**src/rtl/lsu_pkg.sv**
```systemverilog
// rtl/lsu_pkg.sv - shared encodings and helpers for the load/store unit
//
// Purpose : funct3 size encodings, FSM state type, lane count and the
//           size/alignment helpers used by load_store_unit and lsu_lane_align.
// Ports   : none (package)

package lsu_pkg;

  localparam int LANES = 4;

  localparam logic [2:0] SZ_B  = 3'b000;
  localparam logic [2:0] SZ_H  = 3'b001;
  localparam logic [2:0] SZ_W  = 3'b010;
  localparam logic [2:0] SZ_BU = 3'b100;
  localparam logic [2:0] SZ_HU = 3'b101;

  typedef enum logic [1:0] {
    ST_IDLE,
    ST_ACCESS,
    ST_RESP
  } lsu_state_t;

  typedef enum logic [1:0] {
    AW_BYTE,
    AW_HALF,
    AW_WORD
  } acc_width_t;

  // Unused funct3 codes (011/110/111) fall into the word case.
  function automatic acc_width_t size_width(input logic [2:0] size);
    case (size)
      SZ_B, SZ_BU: size_width = AW_BYTE;
      SZ_H, SZ_HU: size_width = AW_HALF;
      default:     size_width = AW_WORD;
    endcase
  endfunction

  function automatic logic is_misaligned(input logic [2:0] size, input logic [1:0] addr_lo);
    case (size_width(size))
      AW_HALF: is_misaligned = addr_lo[0];
      AW_WORD: is_misaligned = |addr_lo;
      default: is_misaligned = 1'b0;
    endcase
  endfunction

endpackage

```
**src/rtl/lsu_lane_align.sv**
```systemverilog
// rtl/lsu_lane_align.sv - byte-lane steering for stores and load extension
//
// Purpose : combinational lane logic. Builds byte enables and replicated
//           store data from size/low address bits, and selects plus
//           sign/zero-extends the addressed lane of a read word.
//           Low address bits finer than the access size are ignored
//           (half uses addr_lo[1] only, word always uses lane 0).
// Ports   : size        in  3   funct3 access size
//           addr_lo     in  2   byte offset within the word
//           wdata       in  32  raw store data (rs2)
//           mem_rdata   in  32  full word from the bus
//           be          out 4   byte enables
//           lane_wdata  out 32  replicated store data
//           rdata_ext   out 32  extended load data

module lsu_lane_align
  import lsu_pkg::*;
(
  input  logic [2:0]       size,
  input  logic [1:0]       addr_lo,
  input  logic [31:0]      wdata,
  input  logic [31:0]      mem_rdata,
  output logic [LANES-1:0] be,
  output logic [31:0]      lane_wdata,
  output logic [31:0]      rdata_ext
);

  logic [7:0]  sel_byte;
  logic [15:0] sel_half;
  logic        is_unsigned;

  always_comb begin
    case (addr_lo)
      2'd0:    sel_byte = mem_rdata[7:0];
      2'd1:    sel_byte = mem_rdata[15:8];
      2'd2:    sel_byte = mem_rdata[23:16];
      default: sel_byte = mem_rdata[31:24];
    endcase
    sel_half = addr_lo[1] ? mem_rdata[31:16] : mem_rdata[15:0];
  end

  assign is_unsigned = size[2];

  always_comb begin
    be         = '0;
    lane_wdata = '0;
    rdata_ext  = '0;
    case (size_width(size))
      AW_BYTE: begin
        be         = 4'b0001 << addr_lo;
        lane_wdata = {4{wdata[7:0]}};
        rdata_ext  = is_unsigned ? {24'd0, sel_byte} : {{24{sel_byte[7]}}, sel_byte};
      end
      AW_HALF: begin
        be         = addr_lo[1] ? 4'b1100 : 4'b0011;
        lane_wdata = {2{wdata[15:0]}};
        rdata_ext  = is_unsigned ? {16'd0, sel_half} : {{16{sel_half[15]}}, sel_half};
      end
      default: begin
        be         = 4'b1111;
        lane_wdata = wdata;
        rdata_ext  = mem_rdata;
      end
    endcase
  end

endmodule

```
**src/rtl/load_store_unit.sv**
```systemverilog
// rtl/load_store_unit.sv - memory-access stage with a single-outstanding bus
//
// Purpose : executes loads/stores from the decode control signals using the
//           ALU result as the byte address. IDLE -> ACCESS -> RESP FSM, all
//           bus outputs registered. Stores win when rd_en and wr_en are both
//           set. Build option LSU_MISALIGN_TRAP_EN: misaligned half/word
//           requests skip the bus and respond with fault=1, rdata=0; when
//           not defined, fault is 0 and low address bits are ignored.
// Ports   : clk, rst_n (sync, active-low)
//           req_valid/req_ready, rd_en, wr_en, data_size, addr, wdata  request
//           resp_valid, rdata, fault                                   response
//           mem_req, mem_we, mem_be, mem_addr, mem_wdata               bus out
//           mem_ack, mem_rdata                                         bus in

module load_store_unit
  import lsu_pkg::*;
#(
  parameter int ADDR_W = 32,
  parameter int DATA_W = 32
) (
  input  logic              clk,
  input  logic              rst_n,
  input  logic              req_valid,
  output logic              req_ready,
  input  logic              rd_en,
  input  logic              wr_en,
  input  logic [2:0]        data_size,
  input  logic [ADDR_W-1:0] addr,
  input  logic [DATA_W-1:0] wdata,
  output logic              resp_valid,
  output logic [DATA_W-1:0] rdata,
  output logic              fault,
  output logic              mem_req,
  output logic              mem_we,
  output logic [LANES-1:0]  mem_be,
  output logic [ADDR_W-1:0] mem_addr,
  output logic [DATA_W-1:0] mem_wdata,
  input  logic              mem_ack,
  input  logic [DATA_W-1:0] mem_rdata
);

  generate
    if (DATA_W != 32) begin : g_bad_data_w
      $error("load_store_unit: DATA_W must be 32");
    end
  endgenerate

  lsu_state_t  state;
  logic        wr_q;
  logic [2:0]  size_q;
  logic [1:0]  addr_lo_q;

  logic [2:0]       al_size;
  logic [1:0]       al_addr_lo;
  logic [LANES-1:0] al_be;
  logic [31:0]      al_wdata;
  logic [31:0]      al_rdata;

  // One lane aligner serves both ends of the access: in IDLE it sees the
  // incoming request (to register bus outputs), afterwards the latched one
  // (to extend the returning read word).
  assign al_size    = (state == ST_IDLE) ? data_size  : size_q;
  assign al_addr_lo = (state == ST_IDLE) ? addr[1:0]  : addr_lo_q;

  lsu_lane_align u_align (
    .size       (al_size),
    .addr_lo    (al_addr_lo),
    .wdata      (wdata),
    .mem_rdata  (mem_rdata),
    .be         (al_be),
    .lane_wdata (al_wdata),
    .rdata_ext  (al_rdata)
  );

  assign req_ready = (state == ST_IDLE);

`ifdef LSU_MISALIGN_TRAP_EN
  logic fault_q;
  assign fault = fault_q;
`else
  assign fault = 1'b0;
`endif

  always_ff @(posedge clk) begin
    if (!rst_n) begin
      state      <= ST_IDLE;
      wr_q       <= 1'b0;
      size_q     <= SZ_W;
      addr_lo_q  <= 2'b00;
      mem_req    <= 1'b0;
      mem_we     <= 1'b0;
      mem_be     <= '0;
      mem_addr   <= '0;
      mem_wdata  <= '0;
      resp_valid <= 1'b0;
      rdata      <= '0;
`ifdef LSU_MISALIGN_TRAP_EN
      fault_q    <= 1'b0;
`endif
    end else begin
      resp_valid <= 1'b0;
      case (state)
        ST_IDLE: begin
          if (req_valid) begin
            wr_q      <= wr_en;
            size_q    <= data_size;
            addr_lo_q <= addr[1:0];
            mem_addr  <= {addr[ADDR_W-1:2], 2'b00};
            mem_wdata <= al_wdata;
            rdata     <= '0;
`ifdef LSU_MISALIGN_TRAP_EN
            fault_q   <= 1'b0;
`endif
            if (rd_en || wr_en) begin
`ifdef LSU_MISALIGN_TRAP_EN
              if (is_misaligned(data_size, addr[1:0])) begin
                fault_q    <= 1'b1;
                resp_valid <= 1'b1;
                state      <= ST_RESP;
              end else
`endif
              begin
                mem_req <= 1'b1;
                mem_we  <= wr_en;
                mem_be  <= al_be;
                state   <= ST_ACCESS;
              end
            end else begin
              // No-op request: respond without touching the bus.
              resp_valid <= 1'b1;
              state      <= ST_RESP;
            end
          end
        end
        ST_ACCESS: begin
          if (mem_ack) begin
            mem_req    <= 1'b0;
            mem_we     <= 1'b0;
            mem_be     <= '0;
            rdata      <= wr_q ? '0 : al_rdata;
            resp_valid <= 1'b1;
            state      <= ST_RESP;
          end
        end
        default: begin
          state <= ST_IDLE;
        end
      endcase
    end
  end

endmodule

```
**config.mk**
```make
export PLATFORM = sky130hd
export DESIGN_NAME = load_store_unit
export DESIGN_NICKNAME = d
export VERILOG_FILES = /design/src/rtl/lsu_pkg.sv /design/src/rtl/lsu_lane_align.sv /design/src/rtl/load_store_unit.sv
export SDC_FILE = /design/constraint.sdc
export NUM_CORES = 1
export LEC_CHECK = 0
export BUFFER_PORTS_ARGS = -buffer_cell sky130_fd_sc_hd__buf_2
export CORE_MARGIN = 2
export CORE_UTILIZATION = 49
export DETAILED_ROUTE_END_ITERATION = 12
export PLACE_DENSITY = 0.83
export SLEW_MARGIN = 20
export SYNTH_ARGS = -nofsm -noshare
export SYNTH_HDL_FRONTEND = slang
export SYNTH_HIERARCHICAL = 1
export SYNTH_SLANG_ARGS = --single-unit
```
**constraint.sdc**
```tcl
create_clock -name clk -period 2.7 [get_ports clk]
set_input_delay 0 -clock clk [delete_from_list [all_inputs] [get_ports clk]]
set_output_delay 0 -clock clk [all_outputs]
set_load 0.05 [all_outputs]
```
Word-level counts from Yosys, hierarchy flattened --
Cells that the tools add are included.
Word-level totals: bits in registers 109, bits of input ports 105
Operators by class: eq/ne operators 10, shift-type cells 1, muxes and demuxes 34, reductions and logical operators 12
Operator list (number):
- one-hot mux 32 bit (2 select lines) | 3
- two-way mux 32 bit | 5
- one-hot mux 8 bit (3 select lines) | 1
- two-way mux 16 bit | 1
- two-way mux 4 bit | 4
- one-hot mux 4 bit (2 select lines) | 2
- two-way mux 1 bit | 8
- two-way mux 2 bit | 4
- one-hot mux 2 bit (2 select lines) | 2
- equality test 2 x 1 -> 1 bit, second input constant | 3
- equality test 3 bit, second input constant | 2
- zero test 2 bit | 3
- one-hot mux 1 bit (2 select lines) | 3
- inequality test 2 bit, second input constant | 2
- AND reduction 2 bit | 2
- AND reduction 4 bit | 1
- OR reduction 2 bit | 2
- left shift 1 x 2 -> 4 bit, first input constant | 1
- equality test 3 x 1 -> 1 bit, second input constant | 1
- zero test 3 bit | 1
- two-way mux 3 bit | 1
- AND reduction 3 bit | 1
- equality test 2 bit, second input constant | 1
- inequality test 2 x 1 -> 1 bit, second input constant | 1
- 2 further kinds | 2

Logic depth before layout (Yosys ltp) --
word-level depth 10, depth in mapped cells 10, gate-level depth less buffers 7

By module --
Netlist, hierarchy kept.
Modules (own cells, without submodules):
- load_store_unit | instances 1, cells each 494, area each 4319.1 sq um, seq. area each 2182.1 sq um
- lsu_lane_align | instances 1, cells each 174, area each 1187.4 sq um, seq. area each 0.0 sq um

Least setup slack after synthesis --
No wires, ideal clock.
kind register to register, start point register state[1], end point register rdata[17], setup time 120 ps, data arrival time 2839 ps, setup slack -259 ps, stages on the path, launching flop included 11, clock period less this slack 2959 ps, cell sequence dfxtp_1 -> buf_2 -> nor2_1 -> mux2_2 -> buf_6 -> mux2_2 -> a21oi_2 -> buf_2 -> a21oi_1 -> nand2_1 -> mux2i_1
On the way: elaborated cells on any way between the ends 28, those cells by class eq/ne (9); mux (11); reduce/logical (8)
RTL lines:
- from (decl) | line load_store_unit.sv:48 | lsu_state_t state;
- from (signal assigned) | line load_store_unit.sv:86 | state <= ST_IDLE;
- from (signal assigned) | line load_store_unit.sv:126 | state <= ST_ACCESS;
- from (signal assigned) | line load_store_unit.sv:131 | state <= ST_RESP;
- zero test 2 bit (*)
- named net req_ready | line load_store_unit.sv:24 | output logic req_ready,
- two-way mux 2 bit (*) | line load_store_unit.sv:63 | assign al_addr_lo = (state == ST_IDLE) ? addr[1:0] : addr_lo_q;
- named net al_addr_lo[1] | line load_store_unit.sv:54 | logic [1:0] al_addr_lo;
- equality test 2 bit (tied with other cells) | line lsu_lane_align.sv:33 | case (addr_lo)
- one-hot mux 8 bit (3 select lines) | line lsu_lane_align.sv:33
- two-way mux 32 bit | line lsu_lane_align.sv:52 | rdata_ext = is_unsigned ? {24'd0, sel_byte} : {{24{sel_byte[7]}}, sel_byte};
- one-hot mux 32 bit (2 select lines) (*) | line lsu_lane_align.sv:48 | case (size_width(size))
- named net al_rdata[17] | line load_store_unit.sv:57 | logic [31:0] al_rdata;
- two-way mux 32 bit (*) | line load_store_unit.sv:140 | rdata <= wr_q ? '0 : al_rdata;
- two-way mux 32 bit (*) | line load_store_unit.sv:136 | if (mem_ack) begin
- one-hot mux 32 bit (2 select lines) (*) | line load_store_unit.sv:102 | case (state)
- to (signal assigned) | line load_store_unit.sv:140
- to (decl) | line load_store_unit.sv:31 | output logic [DATA_W-1:0] rdata,
The timed path passes the listed nets; every way through them passes the cells marked *. The select of a mux whose other input is x is not followed. A chain may end at the register's enable or synchronous reset.

Final worst setup path --
start point register state[0], end point register rdata[4]
On the way: elaborated cells on any way between the ends 28, those cells by class eq/ne (9); mux (11); reduce/logical (8)
RTL lines (line):
- zero test 2 bit (*) | load_store_unit.sv:63
- two-way mux 2 bit (*) | load_store_unit.sv:63
- named net al_addr_lo[1] | load_store_unit.sv:54
- equality test 2 bit (tied with other cells) | lsu_lane_align.sv:33
- one-hot mux 8 bit (3 select lines) | lsu_lane_align.sv:33
- two-way mux 32 bit | lsu_lane_align.sv:52
- one-hot mux 32 bit (2 select lines) (*) | lsu_lane_align.sv:48
- named net al_rdata[4] | load_store_unit.sv:57
- two-way mux 32 bit (*) | load_store_unit.sv:140
- two-way mux 32 bit (*) | load_store_unit.sv:136
- one-hot mux 32 bit (2 select lines) (*) | load_store_unit.sv:102
Marks and branches as above.

==> PnR_summary.wiki <==
{| class="wikitable"
! Metric !! Value
|-
| Clk buf depth || 2
|-
| CTS Root Buffer Type || sky130_fd_sc_hd__clkbuf_8
|-
| Normalized max-slew margin || between 50% and 60%
|-
| Total power per unit cell area || between 500 and 600 nW/um^2
|-
| Data required time at the worst endpoint || approximately 3.0 ns
|-
| Source-to-sink clock delay at the later pin of the worst-skew pair || about 0.38 ns
|-
| Run status || complete, no violations
|-
| Worst Setup End Kind || register
|-
| Setup TNS after final layout || 0 ns
|-
| Total chip power || 4.09 mW
|-
| Post-synthesis cell area || 5510 um^2
|-
| Final worst-path cycle share || 86.8%
|-
| Antenna Cells || 0
|-
| Post-CTS setup repair buffer count || 0
|-
| CTS clk-pin slew, worst paths || ~0.11 ns
|-
| Leakage power total || 3.33 nW
|-
| Boundary pin count || between 200 and 250
|-
| Signal arrival time at the worst endpoint || around 2.7 ns
|-
| Post-synthesis instance total || between 600 and 700
|-
| Total clock buffers created by CTS || 9
|-
| Wire length of the first global-routing pass || 23700 um
|-
| Via total after detailed routing || roughly 5400
|-
| Core Area || roughly 11000 um^2
|-
| Final HPWL DP || around 10000 um
|-
| Worst ir drop on vdd || between 0.0003 and 0.0004 V
|-
| Number of warnings printed during yosys synthesis || 6
|-
| Overall die width || 110 um
|-
| Reported max-cap violation count || 0
|-
| Total wire length || roughly 16000 um
|-
| Hold violation count in the final report || 0
|-
| Category of the most critical setup path || reg2reg
|-
| Weighted congestion at the end of routability-driven global placement || 0.812
|-
| Count of buffers from port buffering || between 200 and 250
|-
| Share of cells above drive strength 1 || ~30%
|-
| Kind of path behind the tightest hold check || in2reg
|-
| Proportion of synthesized chip area in sequential cells || 39.6%
|-
| Detailed-route vias per instance || between 5 and 6
|-
| Critical path launch point type || register
|-
| Commonest non-fill, non-tap cells in the layout || 217 x sky130_fd_sc_hd__nand2_1, 205 x sky130_fd_sc_hd__buf_2, 109 x sky130_fd_sc_hd__dfxtp_1
|-
| Global-route usage over all layers || roughly a quarter
|-
| Drt initial violations || approximately 400
|-
| Number of max-slew violations in the final report || 0
|-
| Fmax || 427 MHz
|-
| Worst-case clock skew || about 0.011 ns
|-
| FF-to-FF path depth || 8
|-
| Layout overhead on the synthesized area || 30.8%
|-
| Number of core rows || 38
|-
| Most common library cell in the layout ignoring fill and taps || sky130_fd_sc_hd__nand2_1
|-
| Largest net degree at the start of global routing || 69
|-
| Number of filler instances in the final layout || just over 900
|-
| Residual antenna-violating net count after detailed routing || 0
|-
| CTS-repair resized insts || 0
|-
| Leftover overflow at the end of global routing || 0
|-
| Setup violators final || 0
|-
| Post-detailed-route wirelength per cell || about 15 um
|-
| Post-synth cell types || roughly 40
|-
| Number of nets in the layout || 992
|-
| Final min period || ~2.3 ns
|-
| Setup repair after global routing missed its margin || false
|-
| CTS tree || built
|-
| Sequential cell area || between 2000 and 2500 um^2
|-
| Initial Utilization || 50.6%
|-
| Number of synthesized register bits || between 100 and 150
|-
| Cell depth of the worst hold path || 5
|-
| First-pass iteration count of the detailed router || 5
|-
| Die height || around 110 um
|-
| Mean instance size in the synthesized netlist || approximately 8.2 um^2
|-
| Post-route DRC violation count || 0
|-
| Crit Path Max Fanout || 25
|-
| CTS HTree Levels || 3
|-
| Transition time at the pin with the least slew margin || 0.682 ns
|-
| Initial antenna violation count || 0
|-
| Multi-input gate area || 2940 um^2
|-
| Via count of the first global-routing pass || 5037
|-
| Total die area || about 12000 um^2
|-
| Sink count of the clock tree || 109
|}
through the flow:
step           cell area, um^2  utilization, %  setup slack, ns  instances  hold slack [ns]
2_1_floorplan             5520               -           0.0570        670            0.124
3_3_place_gp              6470            59.5            0.433        965            0.224
3_5_place_dp              6470            59.5            0.377        965            0.237
4_1_cts                   7200            66.2            0.372       1031         0.000236
5_1_grt                   7200            66.2           0.0955       1031           0.0299
6_report                  7200            66.2            0.357       1031           0.0105
synthesized netlist by cell type:
cell	count	area share, %
sky130_fd_sc_hd__nand3b_1	1	0.14
sky130_fd_sc_hd__and4bb_2	1	0.23
sky130_fd_sc_hd__buf_2	19	1.7
sky130_fd_sc_hd__o221a_1	1	0.20
sky130_fd_sc_hd__or3_1	1	0.11
sky130_fd_sc_hd__inv_1	7	0.48
sky130_fd_sc_hd__a21oi_2	1	0.16
sky130_fd_sc_hd__nand3b_2	1	0.20
sky130_fd_sc_hd__o22a_1	6	0.95
sky130_fd_sc_hd__o2111ai_1	1	0.16
sky130_fd_sc_hd__or3b_1	1	0.16
sky130_fd_sc_hd__nor2_2	2	0.23
sky130_fd_sc_hd__mux2i_1	45	8.2
sky130_fd_sc_hd__nor3_1	1	0.091
sky130_fd_sc_hd__buf_4	14	1.9
sky130_fd_sc_hd__buf_1	1	0.068
sky130_fd_sc_hd__buf_6	7	1.4
sky130_fd_sc_hd__nor2b_1	10	1.1
sky130_fd_sc_hd__o22ai_1	1	0.11
sky130_fd_sc_hd__a21boi_1	9	1.2
sky130_fd_sc_hd__o221ai_1	4	0.64
sky130_fd_sc_hd__mux4_2	3	1.2
sky130_fd_sc_hd__conb_1	1	0.068
sky130_fd_sc_hd__nand2_1	217	15
sky130_fd_sc_hd__nand2_2	1	0.11
sky130_fd_sc_hd__nor3b_4	1	0.34
sky130_fd_sc_hd__or3b_2	1	0.16
sky130_fd_sc_hd__o21ai_0	15	1.4
sky130_fd_sc_hd__a21boi_0	58	7.9
sky130_fd_sc_hd__nor3b_1	2	0.27
sky130_fd_sc_hd__nor2_1	10	0.68
sky130_fd_sc_hd__a221o_1	5	0.91
sky130_fd_sc_hd__dfxtp_1	109	40
sky130_fd_sc_hd__a21oi_1	35	3.2
sky130_fd_sc_hd__nand3_1	18	1.6
sky130_fd_sc_hd__clkbuf_1	22	1.5
sky130_fd_sc_hd__and3b_1	7	1.1
sky130_fd_sc_hd__nand2b_1	2	0.23
sky130_fd_sc_hd__mux2_2	22	4.5
sky130_fd_sc_hd__a21oi_4	1	0.30
sky130_fd_sc_hd__o21bai_1	4	0.55
routing by layer:
metal	wire, um	GRT usage (%)
met2	7440	42.6
met3	1250	6.82
met1	6490	29.8
met5	0	0
met4	361	9.22
flip-flops by register name, indices dropped and copies added (netlist names), 2 cells and up:
name / flops
state: 2
mem_addr: 30
mem_be: 4
size_q: 3
mem_wdata: 32
rdata: 32
addr_lo_q: 2
what timing repair did:
item / CTS / global route
hold endpoints to repair: 52 / 0
hold buffers: 51 / 0
endpoints found under the setup margin: 0 / 0
where the power goes:
part / switching (mW) / leakage [nW] / internal [mW]
Combinational: 0.797 / 2.33 / 0.431
Clock: 0.584 / 0.104 / 0.527
Sequential: 0.0500 / 0.891 / 1.70
critical path, stage by stage, from the launching register on:
cell and delay (ns):
sky130_fd_sc_hd__dfxtp_1 0.41, sky130_fd_sc_hd__nor2_2 0.27, sky130_fd_sc_hd__mux2_2 0.25, sky130_fd_sc_hd__buf_4 0.29, sky130_fd_sc_hd__inv_1 0.15, sky130_fd_sc_hd__nor3_1 0.47
sky130_fd_sc_hd__a221o_1 0.25, sky130_fd_sc_hd__nand2_1 0.05, sky130_fd_sc_hd__mux2i_1 0.14
worst paths after layout:
path	from	endpoint	slack (ns)
worst max-delay path	state[0]	rdata[4]	0.36
worst min-delay path	mem_rdata[9]	rdata[9]	0.01
worst max register to register	state[0]	rdata[4]	0.36
worst min register to register	mem_wdata[25]	mem_wdata[25]	0.46
layout make-up:
class                           instances  area share [%]
Clock buffer                            9            1.72
Clock inverter                          6            1.32
Inverter                                7           0.365
Multi-Input combinational cell        491            40.8
Sequential cell                       109            30.3
Tap cell                              140            2.43
Timing Repair Buffer                  269            23.0
cell families after synthesis:
group           Yosys count  share of synthesized area (%)
other cells               1                         0.0681
mux                      70                           13.9
simple gates            277                           21.6
buf+inv                  70                           7.11
compound gates          141                           17.7
flops                   109                           39.6
(Power assumes the default switching activity.)
